--- src/rtl/uart_rx.sv ---
// ---------------------------------------------------------------------------
// uart_rx
//
// Oversampling asynchronous serial receiver for 8N1-style frames: one start
// bit, DATA_BITS data bits sent LSB first, one stop bit. Each serial bit lasts
// CLKS_PER_BIT clock cycles. The receiver finds the middle of the start bit and
// then samples every later bit one bit-period apart, so every sample lands
// mid-bit. Its outputs feed the UART word-packing buffer in the BPSK receive
// path directly: data_out -> data_in, data_valid -> write.
//
// Parameters
//   CLKS_PER_BIT   clk cycles per serial bit (>= 4)
//   DATA_BITS      data bits per frame (1..16), must match the packer width
//
// Ports
//   clk            system clock, all logic on the rising edge
//   rst_n          synchronous reset, active low
//   rx             asynchronous serial line, idle high
//   data_out       last correctly framed word, held until the next good frame
//   data_valid     1-cycle pulse, data_out was updated this cycle
//   framing_error  1-cycle pulse, the stop bit was sampled low
//   busy           high whenever the receiver is not idle
// ---------------------------------------------------------------------------
module uart_rx #(
   parameter int CLKS_PER_BIT = 16,
   parameter int DATA_BITS    = 8
) (
   input  logic                 clk,
   input  logic                 rst_n,
   input  logic                 rx,
   output logic [DATA_BITS-1:0] data_out,
   output logic                 data_valid,
   output logic                 framing_error,
   output logic                 busy
);

   // Counter widths. The tick counter only ever needs to reach
   // CLKS_PER_BIT-1; the bit index needs to count up to DATA_BITS.
   localparam int TICK_W = (CLKS_PER_BIT > 1) ? $clog2(CLKS_PER_BIT) : 1;
   localparam int IDX_W  = (DATA_BITS > 0) ? $clog2(DATA_BITS + 1) : 1;

   // Tick values at which the line is sampled. The start bit is checked at
   // its midpoint; after that, sampling every full bit period keeps every
   // later sample centred in its bit.
   localparam logic [TICK_W-1:0] TICK_MID = TICK_W'(CLKS_PER_BIT / 2 - 1);
   localparam logic [TICK_W-1:0] TICK_END = TICK_W'(CLKS_PER_BIT - 1);
   localparam logic [IDX_W-1:0]  IDX_LAST = IDX_W'(DATA_BITS - 1);

   typedef enum logic [2:0] {
      IDLE,
      START,
      DATA,
      STOP,
      BREAK
   } state_t;

   state_t               state;
   state_t               state_next;

   logic                 rx_meta;
   logic                 rx_s;

   logic [TICK_W-1:0]    tick;
   logic [IDX_W-1:0]     bit_idx;
   logic [DATA_BITS-1:0] shift_reg;
   logic [DATA_BITS-1:0] shift_next;

   logic                 tick_clr;
   logic                 tick_inc;
   logic                 shift_en;
   logic                 load_word;
   logic                 flag_error;

   // Two-flop synchroniser for the asynchronous line. Both flops reset to the
   // idle level so that leaving reset never looks like a start edge. Nothing
   // downstream ever looks at rx directly, only at rx_s.
   always_ff @(posedge clk) begin
      if (!rst_n) begin
         rx_meta <= 1'b1;
         rx_s    <= 1'b1;
      end else begin
         rx_meta <= rx;
         rx_s    <= rx_meta;
      end
   end

   // State register of the receive FSM.
   always_ff @(posedge clk) begin
      if (!rst_n) begin
         state <= IDLE;
      end else begin
         state <= state_next;
      end
   end

   // Next-state and control decode. The block only raises strobes; the
   // counters, shift register and output pulses are all updated in the
   // datapath process below. A failed start sample is treated as a glitch
   // and dropped silently. A low stop bit goes to BREAK, which waits for the
   // line to return high, so a line stuck low cannot start a run of
   // phantom frames.
   always_comb begin
      state_next = state;
      tick_clr   = 1'b0;
      tick_inc   = 1'b0;
      shift_en   = 1'b0;
      load_word  = 1'b0;
      flag_error = 1'b0;

      case (state)
         IDLE: begin
            if (!rx_s) begin
               state_next = START;
            end
         end

         START: begin
            if (tick == TICK_MID) begin
               state_next = rx_s ? IDLE : DATA;
            end else begin
               tick_inc = 1'b1;
            end
         end

         DATA: begin
            if (tick == TICK_END) begin
               shift_en = 1'b1;
               tick_clr = 1'b1;
               if (bit_idx == IDX_LAST) begin
                  state_next = STOP;
               end
            end else begin
               tick_inc = 1'b1;
            end
         end

         STOP: begin
            if (tick == TICK_END) begin
               if (rx_s) begin
                  load_word  = 1'b1;
                  state_next = IDLE;
               end else begin
                  flag_error = 1'b1;
                  state_next = BREAK;
               end
            end else begin
               tick_inc = 1'b1;
            end
         end

         BREAK: begin
            if (rx_s) begin
               state_next = IDLE;
            end
         end

         default: begin
            state_next = IDLE;
         end
      endcase
   end

   // The shift register fills from the top: each new bit enters at the MSB
   // and older bits move down. Because the line is sent LSB first, the first
   // bit received reaches bit 0 once all DATA_BITS samples are in.
   always_comb begin
      shift_next                = shift_reg >> 1;
      shift_next[DATA_BITS-1]   = rx_s;
   end

   // Datapath: tick and bit counters, shift register, and the registered
   // output pulses. Both counters restart on every state change, so each
   // state measures time from its own entry. Returning to IDLE at the stop
   // bit's midpoint leaves half a bit of margin, which lets a back-to-back
   // start edge be caught with no dead bit in between.
   always_ff @(posedge clk) begin
      if (!rst_n) begin
         tick          <= '0;
         bit_idx       <= '0;
         shift_reg     <= '0;
         data_out      <= '0;
         data_valid    <= 1'b0;
         framing_error <= 1'b0;
      end else begin
         if (state_next != state) begin
            tick    <= '0;
            bit_idx <= '0;
         end else begin
            if (tick_clr) begin
               tick <= '0;
            end else if (tick_inc) begin
               tick <= tick + 1'b1;
            end
            if (shift_en) begin
               bit_idx <= bit_idx + 1'b1;
            end
         end

         if (shift_en) begin
            shift_reg <= shift_next;
         end

         if (load_word) begin
            data_out <= shift_reg;
         end

         data_valid    <= load_word;
         framing_error <= flag_error;
      end
   end

   // busy is a plain decode of the state, so it drops the same cycle the
   // FSM returns to IDLE.
   assign busy = (state != IDLE);

endmodule

--- config.mk ---
export PLATFORM = sky130hd
export DESIGN_NAME = uart_rx
export DESIGN_NICKNAME = d
export VERILOG_FILES = /design/src/rtl/uart_rx.sv
export SDC_FILE = /design/constraint.sdc
export NUM_CORES = 1
export LEC_CHECK = 0
export CORE_MARGIN = 1.5
export CORE_UTILIZATION = 60
export DETAILED_ROUTE_END_ITERATION = 8
export DONT_BUFFER_PORTS = 1
export GPL_ROUTABILITY_DRIVEN = 1
export GPL_TIMING_DRIVEN = 0
export PLACE_DENSITY = 0.76
export SLEW_MARGIN = 20
export SYNTH_ARGS = -nofsm -noshare
export SYNTH_HDL_FRONTEND = slang
export SYNTH_SLANG_ARGS = --single-unit
--- constraint.sdc ---
create_clock -name clk -period 3.5 [get_ports clk]
set_input_delay 0.7 -clock clk [delete_from_list [all_inputs] [get_ports clk]]
set_output_delay 0.7 -clock clk [all_outputs]
set_load 0.01 [all_outputs]
==> key figures, run 1 <==
Logic synthesis
  – Largest family of logic cells by synthesized area: simple AND/OR/NAND/NOR gates
  – Syn_nets: 159
  – Synth Area in Adders: 1.83%
  – Synth Instances: 154
  – XOR/XNOR share of the synthesized area: 3.20%
  – Count of cell types in the netlist: 38
  – Post-synthesis compound-gate area fraction: 13.1%
  – Post-synthesis mux area share: 6.59%
  – FF+latch count, synth: 31
  – Register area share after synthesis: 45.4%
  – Synth Flop Type: dfxtp_1
  – Share of the synthesized area in the top cell type: 45.4%
  – Simple-Gate Fraction of Synth Area: 26.0%
  – Synthesized area per cell: 8.88 sq um
  – EDFF count, synth: 0
  – Post-synth top cells: dfxtp_1 (31), nand2_1 (22), a21oi_1 (16), nor2_1 (16), mux2i_1 (9)
  – Top-count cell post-synth: dfxtp_1
  – Ys Warns: 0
  – Ys async rst share: 0%
  – Area leader, netlist: dfxtp_1
  – Area contributors post-synth: dfxtp_1 (45%), mux2i_1 (6.6%), nand2_1 (6.0%)
  – Synthesized area: 1370 sq um

Run status
  – Status: completed

Drt
  – Drt drc: 0
  – Post-detailed-route count of antenna-violating nets: 0
  – WL final: 2.64 mm
  – Number of vias per cell: 5.62
  – Drt pass-1 iters: 5
  – DRT iter0 DRCs: 26
  – WL/cell: 14.0 um
  – Vias: 1,063

CTS
  – Htree depth: 2
  – TritonCTS clock tree: built
  – CTS Sinks: 31
  – Clock Latency Late Sink: 0.34 ns
  – Clock transition at the registers of the reported paths: 0.10 ns
  – Post-CTS sizing: 0
  – CTS max path bufs: 2
  – Setup bufs post-CTS: 0
  – Hold Buf Count CTS: 0
  – Root buf cell: clkbuf_4
  – CTS Buf Count: 5

Critical path
  – Critical path class: register to output pin
  – CP max-delay cell: or3_1
  – CP startpoint kind: register
  – Max Fanout on Critical Path: 10
  – CP delay by family, top: simple AND/OR/NAND/NOR gates
  – Crit. End Element: output pin
  – Slowest cell delay on critical path: 0.41 ns
  – Worst Path Required: 2.80 ns
  – Crit path cell chain: buf_2, or3_1
  – CP bufs+invs: 1
  – Worst path arrival time: 1.32 ns

Timing
  – Fin crit share: 57.6%
  – Worst slew margin: 65.1%
  – Final setup margin: 1.48 ns
  – Final hold vios: 0
  – Worst-margin pin slew: 0.523 ns
  – Slew Viols, Final: 0
  – Setup Skew: 0.0125 ns
  – Achievable frequency: 496 MHz
  – Minimum clock period: 2.02 ns
  – Setup TNS after final layout: 0 ns
  – Final Setup Violations: 0
  – RSZ-0062 raised after global routing: no

Die
  – Die height: 50.7 um
  – Core area: 2190 sq um
  – # IOs: 14
  – Die area: 2570 sq um
  – Die W: 50.7 um
  – Row count: 17
  – Initial Util: 62.4%

Power and ir drop
  – PD cells: 440 nW/um^2
  – Static Leak: 0.582 nW
  – Worst ir drop on vdd: 0.351 mV

Placement
  – Number of port buffers: 0
  – Routability cong.: 0.902
  – Pre-CTS WS: 1.59 ns
  – Post-DP HPWL: 1.75 mm

Cells and area
  – Register area: 621 sq um
  – Final net count: 166
  – # fillers: 174
  – Area growth, synth to finish: 7.78%
  – Footprint of the multi-input gates: 693 sq um
  – Share of cells above drive strength 1: 13.0%
  – ANT cells: 0

Global route
  – Total Routing Usage GR: 23.7%
  – Largest net degree at the start of global routing: 11
  – Number of global-route vias before repair: 963
  – First-pass GRT wire length: 4.34 mm
  – Grt total ovfl: 0
  – Antenna violations before repair: 0

Worst hold path
  – Hold crit path type: register to register

Run
  – Max-cap viol count: 0
## through the flow
step	total power (W)	area, sq um	utilization [%]	hold WS (ns)	instances
6_report	0.000648	1470	67.3	0.424	189
5_1_grt	0.000672	1470	67.3	0.411	189
4_1_cts	0.000653	1470	67.3	0.425	189
3_5_place_dp	0.000390	1400	64.0	0.403	182
3_3_place_gp	0.000389	1400	64.0	0.400	182
2_1_floorplan	0.000385	1370	-	0.386	154
## layout by cell type (no fill, tap or decap), drive strengths merged
| cell | instances |
|---|---|
| bufinv | 1 |
| clkbuf | 9 |
| a31oi | 2 |
| mux2i | 9 |
| o2111a | 1 |
| nand2 | 22 |
| or3 | 1 |
| nor3b | 3 |
| buf | 6 |
| and4 | 1 |
| and2 | 1 |
| ha | 2 |
| nor2b | 3 |
| a41oi | 1 |
| or2 | 3 |
| o21a | 1 |
| nor2 | 16 |
| o21bai | 1 |
| o21ai | 4 |
| nand2b | 5 |
| nand3 | 3 |
| inv | 2 |
| a211oi | 1 |
| nand3b | 1 |
| a21oi | 16 |
| and3 | 1 |
| xor2 | 3 |
| nor3 | 4 |
| nor4 | 1 |
| dfxtp | 31 |
| a21boi | 1 |
| nand4 | 3 |
| xnor2 | 2 |
## cells by family (layout without fill, tap and decap cells)
| family | after synthesis | count (layout) |
|---|---|---|
| AND/OR/NAND/NOR | 68 | 68 |
| flip-flops | 31 | 31 |
| buffers and inverters | 11 | 18 |
| XOR/XNOR | 5 | 5 |
| multiplexers | 9 | 9 |
| AO/OA/AOI/OAI | 28 | 28 |
| adder cells (fa/ha/maj) | 2 | 2 |
## final cells by class
type | count | share of cell area (%)
sequential | 31 | 42.1
clock buffer | 6 | 2.80
inverter | 2 | 0.509
buffer | 9 | 3.14
tap | 28 | 2.38
multi-input combinational | 112 | 47.0
clock inverter | 1 | 2.04
## worst reg2reg max path, cell delays in order (launching register included)
cell     delay, ns
dfxtp_1       0.38
ha_1          0.21
nor2b_1       0.32
nor3b_4       0.40
a31oi_1       0.22
o21ai_4       0.29
nor2_1        0.08
## per-layer routing
layer  routed length [um]  vias up  global-route usage, %
li1                     -      536                      -
met1                 1200      492                   27.7
met2                 1230       29                   37.3
met3                  164        6                   10.4
met4                   53        0                   10.8
met5                    0        -                      0
## final timing paths
path | startpoint | depth (start not counted) | to | slack [ns]
max | state[1] | 2 | busy | 1.48
max reg2reg | tick[0] | 6 | bit_idx[3] | 1.50
min reg2reg | rx_meta | 1 | rx_s | 0.42
min | rx_meta | 1 | rx_s | 0.42
## report_power, final
group / internal [W] / switching [W] / total, W
clock network: 0.000147 / 0.000120 / 0.000267
logic: 0.00000924 / 0.0000148 / 0.0000241
registers: 0.000355 / 0.00000292 / 0.000358
No activity file was read; power rests on OpenSTA's default activity.
==> inputs of run 2 (changes only) <==
--- a/config.mk
+++ b/config.mk
@@ -6,12 +6,12 @@
 export NUM_CORES = 1
 export LEC_CHECK = 0
 export CORE_MARGIN = 1.5
-export CORE_UTILIZATION = 60
+export CORE_UTILIZATION = 55
 export DETAILED_ROUTE_END_ITERATION = 8
 export DONT_BUFFER_PORTS = 1
 export GPL_ROUTABILITY_DRIVEN = 1
 export GPL_TIMING_DRIVEN = 0
-export PLACE_DENSITY = 0.76
+export PLACE_DENSITY = 0.73
 export SLEW_MARGIN = 20
 export SYNTH_ARGS = -nofsm -noshare
 export SYNTH_HDL_FRONTEND = slang
==> constraint.sdc (replaced) <==
create_clock -name clk -period 1.6 [get_ports clk]
set_input_delay 0.32 -clock clk [delete_from_list [all_inputs] [get_ports clk]]
set_output_delay 0.32 -clock clk [all_outputs]
set_load 0.01 [all_outputs]
==> run 2 against run 1 <==
Against the previous run: clock power increased by 140%; via count increased by 6.1%; sequential share of layout area decreased by 3.5 points; clock-buffer cell count unchanged; largest cell class unchanged; register-to-register slack got worse by 1.5 ns; critical endpoint is now tick[1]; critical path depth increased by 4; combinational power increased to 2.6 times the previous value.
==> key figures, run 2 (same netlist as run 1, synthesis figures left out) <==
Cells and area
  – Area growth, synth to finish: 20.9%
  – Most frequent cells in the layout: dfxtp_1 (25), nand2_1 (22), nor2_1 (16), a21oi_1 (16), mux2i_1 (9)
  – Commonest non-fill, non-tap cell in the layout: dfxtp_1
  – Fin util: 72.6% (+5.3 points)
  – Finished Cell Area: 1650 sq um (+12%)
  – Share of cells above drive strength 1: 26.8% (+14 points)
  – ANT cells: 0 (unchanged)
  – Final net count: 172 (+3.6%)

Global route
  – Largest net degree at the start of global routing: 12 (+1)
  – First-pass GRT wire length: 4.67 mm (+7.6%)
  – Number of global-route vias before repair: 1,033 (+7.3%)
  – Total Routing Usage GR: 23.9% (+0.15 points)
  – Grt total ovfl: 0 (unchanged)
  – Antenna violations before repair: 0 (unchanged)

Run status
  – Status: completed

Timing
  – Final hold vios: 0 (unchanged)
  – Setup TNS after final layout: 0 ns (unchanged)
  – Final Setup Violations: 0 (unchanged)
  – Minimum clock period: 1.59 ns
  – Worst-margin pin slew: 0.479 ns (-0.0437 ns)
  – Setup Skew: 0.0112 ns (-0.00129 ns)
  – Fin crit share: 99.2%
  – Slew Viols, Final: 0 (unchanged)
  – RSZ-0062 raised after global routing: yes
  – Worst slew margin: 68.0% (+2.9 points)
  – Achievable frequency: 630 MHz

Drt
  – Drt drc: 0 (unchanged)
  – Post-detailed-route count of antenna-violating nets: 0 (unchanged)
  – DRT iter0 DRCs: 32 (+23%)
  – WL/cell: 15.1 um (+8.2%)
  – Drt pass-1 iters: 4 (-1)
  – Vias: 1,128 (+6.1%)
  – WL final: 2.97 mm (+12%)
  – Number of vias per cell: 5.76 (+2.3%)

CTS
  – CTS Sinks: 31 (unchanged)
  – CTS Buf Count: 5 (unchanged)
  – TritonCTS clock tree: built
  – Root buf cell: clkbuf_4
  – Clock Latency Late Sink: 0.33 ns (about the same)
  – Hold Buf Count CTS: 0 (unchanged)
  – CTS max path bufs: 2 (unchanged)
  – Htree depth: 2 (unchanged)
  – Clock transition at the registers of the reported paths: 0.10 ns (about the same)

Critical path
  – Worst Path Required: 1.81 ns (-0.99 ns)
  – Critical path class: register to register
  – CP max-delay cell: dfxtp_4
  – Slowest cell delay on critical path: 0.37 ns (-0.04 ns)
  – Crit. End Element: register
  – Max Fanout on Critical Path: 7 (-3)
  – Worst path arrival time: 1.80 ns (+0.48 ns)
  – CP startpoint kind: register
  – Crit path cell chain: ha_4, nor2b_4, nor3b_4, a31oi_2, o21ai_4, nor3_1

Die
  – Die area: 2790 sq um (+8.6%)
  – Die height: 52.9 um (+4.2%)
  – Core area: 2280 sq um (+3.9%)
  – # IOs: 14 (unchanged)
  – Row count: 17 (unchanged)
  – Die W: 52.9 um (+4.2%)
  – Initial Util: 60.1% (-2.3 points)

Placement
  – Post-DP HPWL: 1.80 mm (+2.6%)
  – Number of port buffers: 0 (unchanged)
  – Placement Cell Area: 1410 sq um (+0.18%)
  – Routability cong.: 0.804 (-11%)

Worst hold path
  – Hold crit path type: input port to register

Run
  – Max-cap viol count: 0 (unchanged)

Power and ir drop
  – Static Leak: 0.635 nW (+9.1%)
  – Worst ir drop on vdd: 0.756 mV (+120%)
  – PD cells: 893 nW/um^2 (+100%)
  – Total power: 0.00148 W (+130%)
[run 2: cell count changes in the layout (fill, tap and decap cells not counted), sizes merged]
cell | before | now
buf | 6 | 13
clkbuf | 9 | 8
clkinv | 0 | 1
[run 2: worst max-delay path: cells and delay by family, from the launching register on]
kind / cells / cell delay (ns)
AO/OA/AOI/OAI: 2 / 0.43
adder cells (fa/ha/maj): 1 / 0.16
flip-flops: 1 / 0.37
AND/OR/NAND/NOR: 3 / 0.50
[run 2: layout make-up]
type	count	area [sq um]
fillers	162	623
plain buffers	7	57.6
well taps	28	35.0
flip-flops and latches	31	638
clock buffers	6	51.3
inverters	2	7.51
clock inverters	2	35.0
multi-input cells	112	764
repair buffers	8	63.8
[run 2: through the flow]
step	cells	hold WS, ns	setup WS [ns]
finish	196	0.0540	0.0130
global route	196	0.0277	-0.0627
CTS	191	0.0451	-0.000886
detailed placement	182	0.398	-0.284
global placement	182	0.398	-0.225
floorplan	154	0.386	0.00834
[run 2: repair_timing]
| item | 4_1_cts | 5_1_grt |
|---|---|---|
| buffers inserted | 3 | 5 |
| endpoints found under the setup margin | 25 | 25 |
| resized for setup | 17 | 15 |
| pin swaps | 3 | 4 |
[run 2: final timing paths]
check	from	to	slack, ns	cells after the start
worst max-delay path	tick[1]	tick[1]	0.01	6
worst max register to register	tick[1]	tick[1]	0.01	6
worst min register to register	rx_meta	rx_s	0.43	1
worst min-delay path	rst_n	rx_s	0.05	1
[run 2: routing by layer]
metal  track usage (%)  routed length [um]  vias to the layer above
met5                 0                   0                        -
met4              10.3                  41                        0
met3              8.19                 159                        6
met2              38.3                1450                       28
met1              28.8                1320                      538
li1                  -                   -                      556
[run 2: report_power, final]
group | switching [W] | total, W | internal, W
logic | 0.0000369 | 0.0000624 | 0.0000255
registers | 0.00000755 | 0.000779 | 0.000771
clock network | 0.000267 | 0.000636 | 0.000369
total | 0.000311 | 0.00148 | 0.00117
==> inputs of run 3 (changes only) <==
--- a/config.mk
+++ b/config.mk
@@ -12,7 +12,6 @@
 export GPL_ROUTABILITY_DRIVEN = 1
 export GPL_TIMING_DRIVEN = 0
 export PLACE_DENSITY = 0.73
-export SLEW_MARGIN = 20
 export SYNTH_ARGS = -nofsm -noshare
 export SYNTH_HDL_FRONTEND = slang
 export SYNTH_SLANG_ARGS = --single-unit
==> results of run 3 <==
Same layout as run 2: the final DEF is identical, and so are final timing and power.
